--- src/rtl/uart_rx_if.sv ---
// uart_rx_if: groups the serial line, frame configuration and receive
// results of uart_rx into one bundle.
//   data_in      serial line in (idles high, asynchronous)
//   baud_rate    00=2400 01=4800 10=9600 11=19200
//   parity_type  00=none 01=odd 10=even 11=none
//   stop_bits    0=one stop bit, 1=two
//   data_length  0=7 data bits, 1=8 data bits
//   data_out     received word (bit 7 is 0 in 7-bit mode)
//   rx_done      one-cycle frame-complete pulse
//   rx_active    frame reception in progress
//   parity_error / stop_error  flags for the last frame
interface uart_rx_if;
  logic       data_in;
  logic [1:0] baud_rate;
  logic [1:0] parity_type;
  logic       stop_bits;
  logic       data_length;
  logic [7:0] data_out;
  logic       rx_done;
  logic       rx_active;
  logic       parity_error;
  logic       stop_error;

  modport master (
    output data_in, baud_rate, parity_type, stop_bits, data_length,
    input  data_out, rx_done, rx_active, parity_error, stop_error
  );

  modport slave (
    input  data_in, baud_rate, parity_type, stop_bits, data_length,
    output data_out, rx_done, rx_active, parity_error, stop_error
  );
endinterface

--- src/rtl/uart_rx.sv ---
// uart_rx: UART serial receiver with 16x oversampling, 2-FF input
// synchronizer and frame-decoding FSM. Frame format is latched when a
// start bit is detected.
//   clock  system clock, rising edge
//   rst    synchronous reset, active-low
//   bus    uart_rx_if slave: serial line + config in, word + flags out
module uart_rx #(
  parameter int unsigned CLK_FREQ = 50_000_000
) (
  input logic      clock,
  input logic      rst,
  uart_rx_if.slave bus
);

  localparam int unsigned DIV_2400  = CLK_FREQ / (16 * 2400);
  localparam int unsigned DIV_4800  = CLK_FREQ / (16 * 4800);
  localparam int unsigned DIV_9600  = CLK_FREQ / (16 * 9600);
  localparam int unsigned DIV_19200 = CLK_FREQ / (16 * 19200);
  localparam int unsigned CW        = $clog2(DIV_2400 + 1);

  typedef enum logic [2:0] {
    S_IDLE, S_START, S_DATA, S_PARITY, S_STOP, S_DONE
  } state_e;

  state_e          state_q, state_d;
  logic            sync1_q, sync1_d, sync2_q, sync2_d;
  logic            armed_q, armed_d;
  logic [CW-1:0]   div_cnt_q, div_cnt_d;
  logic [3:0]      tcnt_q, tcnt_d;
  logic [2:0]      bit_cnt_q, bit_cnt_d;
  logic [7:0]      shift_q, shift_d;
  logic [1:0]      baud_q, baud_d;
  logic [1:0]      par_q, par_d;
  logic            stop2_q, stop2_d;
  logic            len8_q, len8_d;
  logic            stop_cnt_q, stop_cnt_d;
  logic            pend_perr_q, pend_perr_d;
  logic            pend_serr_q, pend_serr_d;
  logic [7:0]      data_out_q, data_out_d;
  logic            perr_q, perr_d;
  logic            serr_q, serr_d;

  logic            rxd;
  logic            tick;
  logic            par_en;
  logic [CW-1:0]   div_sel;
  logic [7:0]      word;

  always_comb begin
    rxd = sync2_q;
    unique case (baud_q)
      2'b00:   div_sel = CW'(DIV_2400);
      2'b01:   div_sel = CW'(DIV_4800);
      2'b10:   div_sel = CW'(DIV_9600);
      default: div_sel = CW'(DIV_19200);
    endcase
    tick   = (state_q != S_IDLE) && (div_cnt_q == div_sel - CW'(1));
    par_en = (par_q == 2'b01) || (par_q == 2'b10);
    word   = len8_q ? shift_q : {1'b0, shift_q[7:1]};

    state_d     = state_q;
    sync1_d     = bus.data_in;
    sync2_d     = sync1_q;
    armed_d     = armed_q;
    div_cnt_d   = div_cnt_q;
    tcnt_d      = tcnt_q;
    bit_cnt_d   = bit_cnt_q;
    shift_d     = shift_q;
    baud_d      = baud_q;
    par_d       = par_q;
    stop2_d     = stop2_q;
    len8_d      = len8_q;
    stop_cnt_d  = stop_cnt_q;
    pend_perr_d = pend_perr_q;
    pend_serr_d = pend_serr_q;
    data_out_d  = data_out_q;
    perr_d      = perr_q;
    serr_d      = serr_q;

    // armed = line seen high since the last start; a low line while armed
    // is the 1->0 edge, and also catches an edge that landed in DONE
    if (rxd) armed_d = 1'b1;

    if (state_q == S_IDLE || tick) div_cnt_d = '0;
    else                           div_cnt_d = div_cnt_q + CW'(1);

    if (tick) tcnt_d = tcnt_q + 4'd1;

    unique case (state_q)
      S_IDLE: begin
        tcnt_d = '0;
        if (armed_q && !rxd) begin
          state_d     = S_START;
          armed_d     = 1'b0;
          baud_d      = bus.baud_rate;
          par_d       = bus.parity_type;
          stop2_d     = bus.stop_bits;
          len8_d      = bus.data_length;
          pend_perr_d = 1'b0;
          pend_serr_d = 1'b0;
        end
      end
      S_START: begin
        if (tick && tcnt_q == 4'd7) begin
          tcnt_d    = '0;
          bit_cnt_d = '0;
          state_d   = rxd ? S_IDLE : S_DATA;
        end
      end
      S_DATA: begin
        if (tick && tcnt_q == 4'd15) begin
          shift_d   = {rxd, shift_q[7:1]};
          bit_cnt_d = bit_cnt_q + 3'd1;
          if (bit_cnt_q == (len8_q ? 3'd7 : 3'd6)) begin
            stop_cnt_d = 1'b0;
            state_d    = par_en ? S_PARITY : S_STOP;
          end
        end
      end
      S_PARITY: begin
        if (tick && tcnt_q == 4'd15) begin
          // odd wants total XOR 1, even wants 0
          pend_perr_d = (^word ^ rxd) ^ (par_q == 2'b01);
          state_d     = S_STOP;
        end
      end
      S_STOP: begin
        if (tick && tcnt_q == 4'd15) begin
          if (!rxd) pend_serr_d = 1'b1;
          if (stop2_q && !stop_cnt_q) begin
            stop_cnt_d = 1'b1;
          end else begin
            state_d    = S_DONE;
            data_out_d = word;
            perr_d     = par_en & pend_perr_q;
            serr_d     = pend_serr_q | ~rxd;
          end
        end
      end
      S_DONE: begin
        state_d = S_IDLE;
        // break: hold off until the line has returned high
        if (serr_q && !rxd) armed_d = 1'b0;
      end
      default: state_d = S_IDLE;
    endcase
  end

  always_ff @(posedge clock) begin
    if (!rst) begin
      state_q     <= S_IDLE;
      sync1_q     <= 1'b1;
      sync2_q     <= 1'b1;
      armed_q     <= 1'b1;
      div_cnt_q   <= '0;
      tcnt_q      <= '0;
      bit_cnt_q   <= '0;
      shift_q     <= '0;
      baud_q      <= '0;
      par_q       <= '0;
      stop2_q     <= 1'b0;
      len8_q      <= 1'b0;
      stop_cnt_q  <= 1'b0;
      pend_perr_q <= 1'b0;
      pend_serr_q <= 1'b0;
      data_out_q  <= '0;
      perr_q      <= 1'b0;
      serr_q      <= 1'b0;
    end else begin
      state_q     <= state_d;
      sync1_q     <= sync1_d;
      sync2_q     <= sync2_d;
      armed_q     <= armed_d;
      div_cnt_q   <= div_cnt_d;
      tcnt_q      <= tcnt_d;
      bit_cnt_q   <= bit_cnt_d;
      shift_q     <= shift_d;
      baud_q      <= baud_d;
      par_q       <= par_d;
      stop2_q     <= stop2_d;
      len8_q      <= len8_d;
      stop_cnt_q  <= stop_cnt_d;
      pend_perr_q <= pend_perr_d;
      pend_serr_q <= pend_serr_d;
      data_out_q  <= data_out_d;
      perr_q      <= perr_d;
      serr_q      <= serr_d;
    end
  end

  assign bus.data_out     = data_out_q;
  assign bus.parity_error = perr_q;
  assign bus.stop_error   = serr_q;
  assign bus.rx_done      = (state_q == S_DONE);
  assign bus.rx_active    = (state_q == S_START) || (state_q == S_DATA) ||
                            (state_q == S_PARITY) || (state_q == S_STOP);

endmodule

--- src/flat_wrapper.sv ---
// flat-port wrapper written by rule: the top's interface ports become plain ports
module uart_rx_flat 
#(
  parameter int unsigned CLK_FREQ = 50_000_000
)
  (clock, rst, bus_data_in, bus_baud_rate, bus_parity_type, bus_stop_bits, bus_data_length, bus_data_out, bus_rx_done, bus_rx_active, bus_parity_error, bus_stop_error);
  uart_rx_if bus_i ();
  input logic clock;
  input logic rst;
  input wire logic [$bits(bus_i.data_in)-1:0] bus_data_in;
  input wire logic [$bits(bus_i.baud_rate)-1:0] bus_baud_rate;
  input wire logic [$bits(bus_i.parity_type)-1:0] bus_parity_type;
  input wire logic [$bits(bus_i.stop_bits)-1:0] bus_stop_bits;
  input wire logic [$bits(bus_i.data_length)-1:0] bus_data_length;
  output wire logic [$bits(bus_i.data_out)-1:0] bus_data_out;
  output wire logic [$bits(bus_i.rx_done)-1:0] bus_rx_done;
  output wire logic [$bits(bus_i.rx_active)-1:0] bus_rx_active;
  output wire logic [$bits(bus_i.parity_error)-1:0] bus_parity_error;
  output wire logic [$bits(bus_i.stop_error)-1:0] bus_stop_error;
  assign bus_i.data_in = bus_data_in;
  assign bus_i.baud_rate = bus_baud_rate;
  assign bus_i.parity_type = bus_parity_type;
  assign bus_i.stop_bits = bus_stop_bits;
  assign bus_i.data_length = bus_data_length;
  assign bus_data_out = bus_i.data_out;
  assign bus_rx_done = bus_i.rx_done;
  assign bus_rx_active = bus_i.rx_active;
  assign bus_parity_error = bus_i.parity_error;
  assign bus_stop_error = bus_i.stop_error;
  uart_rx #(.CLK_FREQ(CLK_FREQ)) u_core (.clock(clock), .rst(rst), .bus(bus_i));
endmodule
--- config.mk ---
export PLATFORM = sky130hd
export DESIGN_NAME = uart_rx_flat
export DESIGN_NICKNAME = d
export VERILOG_FILES = /design/src/rtl/uart_rx_if.sv /design/src/rtl/uart_rx.sv /design/src/flat_wrapper.sv
export SDC_FILE = /design/constraint.sdc
export NUM_CORES = 1
export LEC_CHECK = 0
export BUFFER_PORTS_ARGS = -buffer_cell sky130_fd_sc_hd__buf_2
export CAP_MARGIN = 25
export CORE_ASPECT_RATIO = 0.9
export CORE_MARGIN = 2
export CORE_UTILIZATION = 29
export DETAILED_ROUTE_END_ITERATION = 8
export PLACE_DENSITY = 0.5
export SKIP_LAST_GASP = 1
export SLEW_MARGIN = 25
export SYNTH_ARGS = -nofsm -noshare
export SYNTH_HDL_FRONTEND = slang
export SYNTH_SLANG_ARGS = --single-unit
--- constraint.sdc ---
create_clock -name clock -period 2.4 [get_ports clock]
set_clock_uncertainty 0.1 [all_clocks]
set_input_delay 0.36 -clock clock [delete_from_list [all_inputs] [get_ports clock]]
set_output_delay 0.36 -clock clock [all_outputs]
set_load 0.02 [all_outputs]
Word level (Yosys, flattened, before mapping)
Index checks and enable logic that the tools add are counted.

word-level totals
  logic and storage cells = 115
  register bits after elaboration = 51
  output and inout bits = 12

operators by class
  reductions and logical operators = 30
  add/subtract/negate cells = 4
  equality and inequality tests = 22
  bitwise gates (word level) = 7
  multiplexer cells = 34

operator list
  kind                   count
  $pmux 11 s3            1
  $mux 3                 10
  $pmux 3 s5             1
  $mux 1                 12
  $ne 2x1->1 const B     6
  $add 11x1->11 const B  1
  $eq 11x11->1           1
  $sub 11x1->11 const B  1
  $reduce_and 3->1       3
  $mux 4                 2
  $mux 8                 1
  $pmux 1 s2             4
  $pmux 4 s2             1
  $reduce_bool 2->1      4
  $reduce_xor 8->1       1
  $reduce_and 7->1       1
  $eq 3x2->1 const B     2
  $eq 3x3->1 const B     2
  $logic_and 1x1->1      6
  $ne 2x2->1 const B     3
  $pmux 3 s2             1
  $logic_or 1x1->1       5
  $reduce_and 5->1       1
  $add 4x1->4 const B    1
  19 further kinds       26

Longest topological paths before layout
  depth in word-level cells = 8
  depth in mapped cells = 10
  gate-level depth less buffers = 8

Worst setup path after synthesis
OpenSTA, ideal clock, no wires.

  kind = register to register
  start point = reg u_core.baud_q[0]
  end point = reg u_core.shift_q[6]
  data required time = 2.181 ns
  library setup time = 0.119 ns
  path slack = -0.156 ns
  arrival = 2.337 ns
  stages on the path, launching flop included = 10
  period minus slack after synthesis = 2.556 ns
  cells stage by stage = dfxtp_1 -> ha_1 -> or4_4 -> a221oi_4 -> nand3b_2 -> or3_1 -> buf_2 -> buf_2 -> nand3_1 -> o21ai_1

between the ends
  word-level cells in the longest chain between the ends = 7
  elaborated cells on any way between the ends = 9

RTL lines
  what                                      line            text
  start, declared                           uart_rx.sv:32   logic [1:0] baud_q, baud_d;
  start signal, assigned                    uart_rx.sv:178  baud_q <= baud_d;
  $eq 2x2->1, or another cell as far along  uart_rx.sv:51   unique case (baud_q)
  $pmux 11 s3 *                             uart_rx.sv:51
  $sub 11x1->11 *                           uart_rx.sv:57   tick = (state_q != S_IDLE) && (div_cnt_q == div_sel - CW'(1));
  $eq 11x11->1 *                            uart_rx.sv:57
  $logic_and 1x1->1 *                       uart_rx.sv:57
  $logic_and 1x1->1 *                       uart_rx.sv:111  if (tick && tcnt_q == 4'd15) begin
  $reduce_and 2->1 (no source line) *       --
  end signal, assigned                      uart_rx.sv:177  shift_q <= shift_d;
  end, declared                             uart_rx.sv:31   logic [7:0] shift_q, shift_d;

Mark *: on every way between the ends. The rest lies on a longest branch, timed or not.
A chain may end at the register's enable or synchronous reset.

Final worst setup path
  start point = reg u_core.baud_q[1]
  end point = reg u_core.shift_q[0]

Same word-level chain as after synthesis.

==> run metrics <==
syn_nets 314; Worst Hold Class input pin to flop; reg2reg path depth 10; reg-to-reg endpoint u_core.shift_q[0]; RePlAce Congestion 0.869; CTS tree built; maximum vdd drop 0.187 mV; Pwr per Cell Area 473 nW/um2; first-pass detailed-route iteration total 4; Hold Slack 0.135 ns; Post-Syn Area 2570 um2; via density per instance 4.60; Max Freq 412 MHz; fin nets 351; final period utilization 1.01; number of port buffers 20; top-count cell post-synth dfxtp_1; CTS root buffer clkbuf_8; number of H-tree levels 2; clock sink count 51; Area contributors post-synth dfxtp_1 (40%), mux2i_1 (5.8%), nor2_1 (5.4%); Rows 32; initial antenna violation count 0; via count 2083; reg2reg start u_core.baud_q[1]; clock tree buffer depth 2; mean post-synth cell area 8.65 um2; number of global-route vias before repair 1964; Worst EP arrival 2.52 ns; final wirelength 5.78 mm; Num CTS Buffers 5; Final Hold Vio Count 0; yosys warns 0; Antenna Nets Post-Route 0; Synth top cells by count dfxtp_1 (51), nor2_1 (37), nand2_1 (23); Synth-to-Final Area Change 25.9%; area share of the largest cell type after synthesis 0.397; Die ar. 9630 um2; CP Capture Type flop; total global routing overflow 0; final worst path period need 2.43 ns; fraction of registers with async set or reset after synthesis 0; status finished, violations left; dpl hpwl 4.06 mm; Distinct cells, synth 47; core box area 8610 um2; cells after synthesis 297; RSZ-0062 raised after global routing yes; relative slew slack 0.621; share of layout cells above drive strength 1 0.251; Crit Path Class flop to flop; Leak 1.24 nW; failing checks setup timing; first-pass GRT wire length 9.87 mm; R2R setup slack -0.03 ns; Ant. Diodes 0; Worst Path Max Fanout 16; Setup crit start kind flop; final instance area 3230 um2; Initial Utilization 0.298; sum of negative setup slack -0.179 ns; Iter 0 DRT Violations 71; largest net degree at the start of global routing 31; Residual DRC 0; Placed Area 2960 um2; min setup slack post-route -0.0274 ns; die width 103 um; Tightest Pin Transition 0.565 ns; die height 93.3 um; Final Max Tran Viols 0; Worst setup startpoint u_core.baud_q[1]; EDFF count, synth 0; IO Count 21; register area share after synthesis 0.397; final setup fails 9; post-synth top area cell dfxtp_1; Worst-path clk slew 0.09 ns; MaxCap Viol Count 0; gr usage total 0.129; crit path to u_core.shift_q[0]; clk_lat worst skew 0.30 ns; synthesis-stage register bit count 51; ys flop type dfxtp_1; DR WL/cell 12.8 um; Req. time, crit path 2.50 ns; # hold bufs at CTS 0
## worst max-delay path, cell delays in order (launching register included)
cell      delay [ns]
dfxtp_2         0.34
inv_2           0.05
ha_4            0.15
or4_4           0.43
a221oi_4        0.33
buf_4           0.18
nand3b_4        0.08
or3_4           0.37
buf_12          0.16
nand3_1         0.07
o21ai_1         0.06
## timing repair
item / 4_1_cts / 5_1_grt
pin swaps: 10 / 13
buffers inserted: 1 / 3
endpoints found under the setup margin: 24 / 31
gates cloned: 2 / 0
resized for setup: 10 / 20
## state kept, by name, summed over array words and instances, names as in the netlist, 2 cells and up
register,count
u_core.baud_q,2
u_core.bit_cnt_q,3
u_core.bus.data_out,8
u_core.div_cnt_q,11
u_core.par_q,2
u_core.shift_q,8
u_core.state_q,3
u_core.tcnt_q,4
## area by class of cell
class / count / area, um2
clock buffer: 6 / 72.6
clock inverter: 1 / 30.0
fill: 878 / 5380
inverter: 6 / 22.5
multi-input combinational: 221 / 1580
sequential: 51 / 1030
tap: 119 / 149
timing repair buffer: 49 / 358
## cells in the final DEF, fill, tap and decap left out, types with 3 or more instances in the layout
| cell | count |
|---|---|
| nand2_1 | 23 |
| inv_1 | 4 |
| a211oi_1 | 4 |
| mux2i_1 | 15 |
| nand4_1 | 3 |
| ha_1 | 5 |
| xnor2_1 | 14 |
| o21ai_0 | 6 |
| o21ai_1 | 12 |
| buf_6 | 4 |
| buf_2 | 20 |
| dfxtp_1 | 49 |
| buf_4 | 23 |
| nor2_1 | 35 |
| nor2b_1 | 4 |
| a21oi_1 | 5 |
| nand3_1 | 21 |
| xor2_1 | 12 |
| clkbuf_8 | 5 |
| nand2b_1 | 11 |
## kinds of logic (layout without fill, tap and decap cells)
family                   Yosys count  in the layout  synth area share
AND/OR/NAND/NOR                  124            124             0.247
multiplexers                      16             16            0.0628
flip-flops                        51             51             0.397
adder cells (fa/ha/maj)            8              8            0.0390
AO/OA/AOI/OAI                     45             45             0.120
buffers and inverters             25             62            0.0385
XOR/XNOR                          28             28            0.0955
## worst min path at each step
stage	from	endpoint	cells past startpoint
floorplan	u_core.sync1_q	u_core.rxd	1
global placement	u_core.sync1_q	u_core.rxd	1
detailed placement	u_core.sync1_q	u_core.rxd	1
CTS	bus_data_in	u_core.sync1_q	2
global route	bus_data_in	u_core.sync1_q	2
finish	bus_data_in	u_core.sync1_q	2
## routing by layer
| layer | up-vias | wire length, um | GRT usage |
|---|---|---|---|
| met5 | - | 0 | 0 |
| met1 | 947 | 3070 | 0.201 |
| met4 | 0 | 57 | 0.0329 |
| li1 | 1096 | - | - |
| met2 | 33 | 2410 | 0.180 |
| met3 | 7 | 243 | 0.0269 |
## metrics by stage
stage          power (mW)  instances  worst slack (ns)  utilization
2_1_floorplan       0.927        297          -0.00693            -
3_3_place_gp        0.954        440           -0.0865        0.344
3_5_place_dp        0.955        440            -0.160        0.344
4_1_cts              1.56        450           -0.0349        0.364
5_1_grt              1.60        453            -0.114        0.376
6_report             1.53        453           -0.0274        0.376
## where the power goes
| part | total, mW | switching (mW) | internal [mW] |
|---|---|---|---|
| Clock | 0.589 | 0.283 | 0.306 |
| Sequential | 0.857 | 0.00591 | 0.851 |
| Combinational | 0.0843 | 0.0458 | 0.0385 |
No activity file was read; power rests on OpenSTA's default activity.
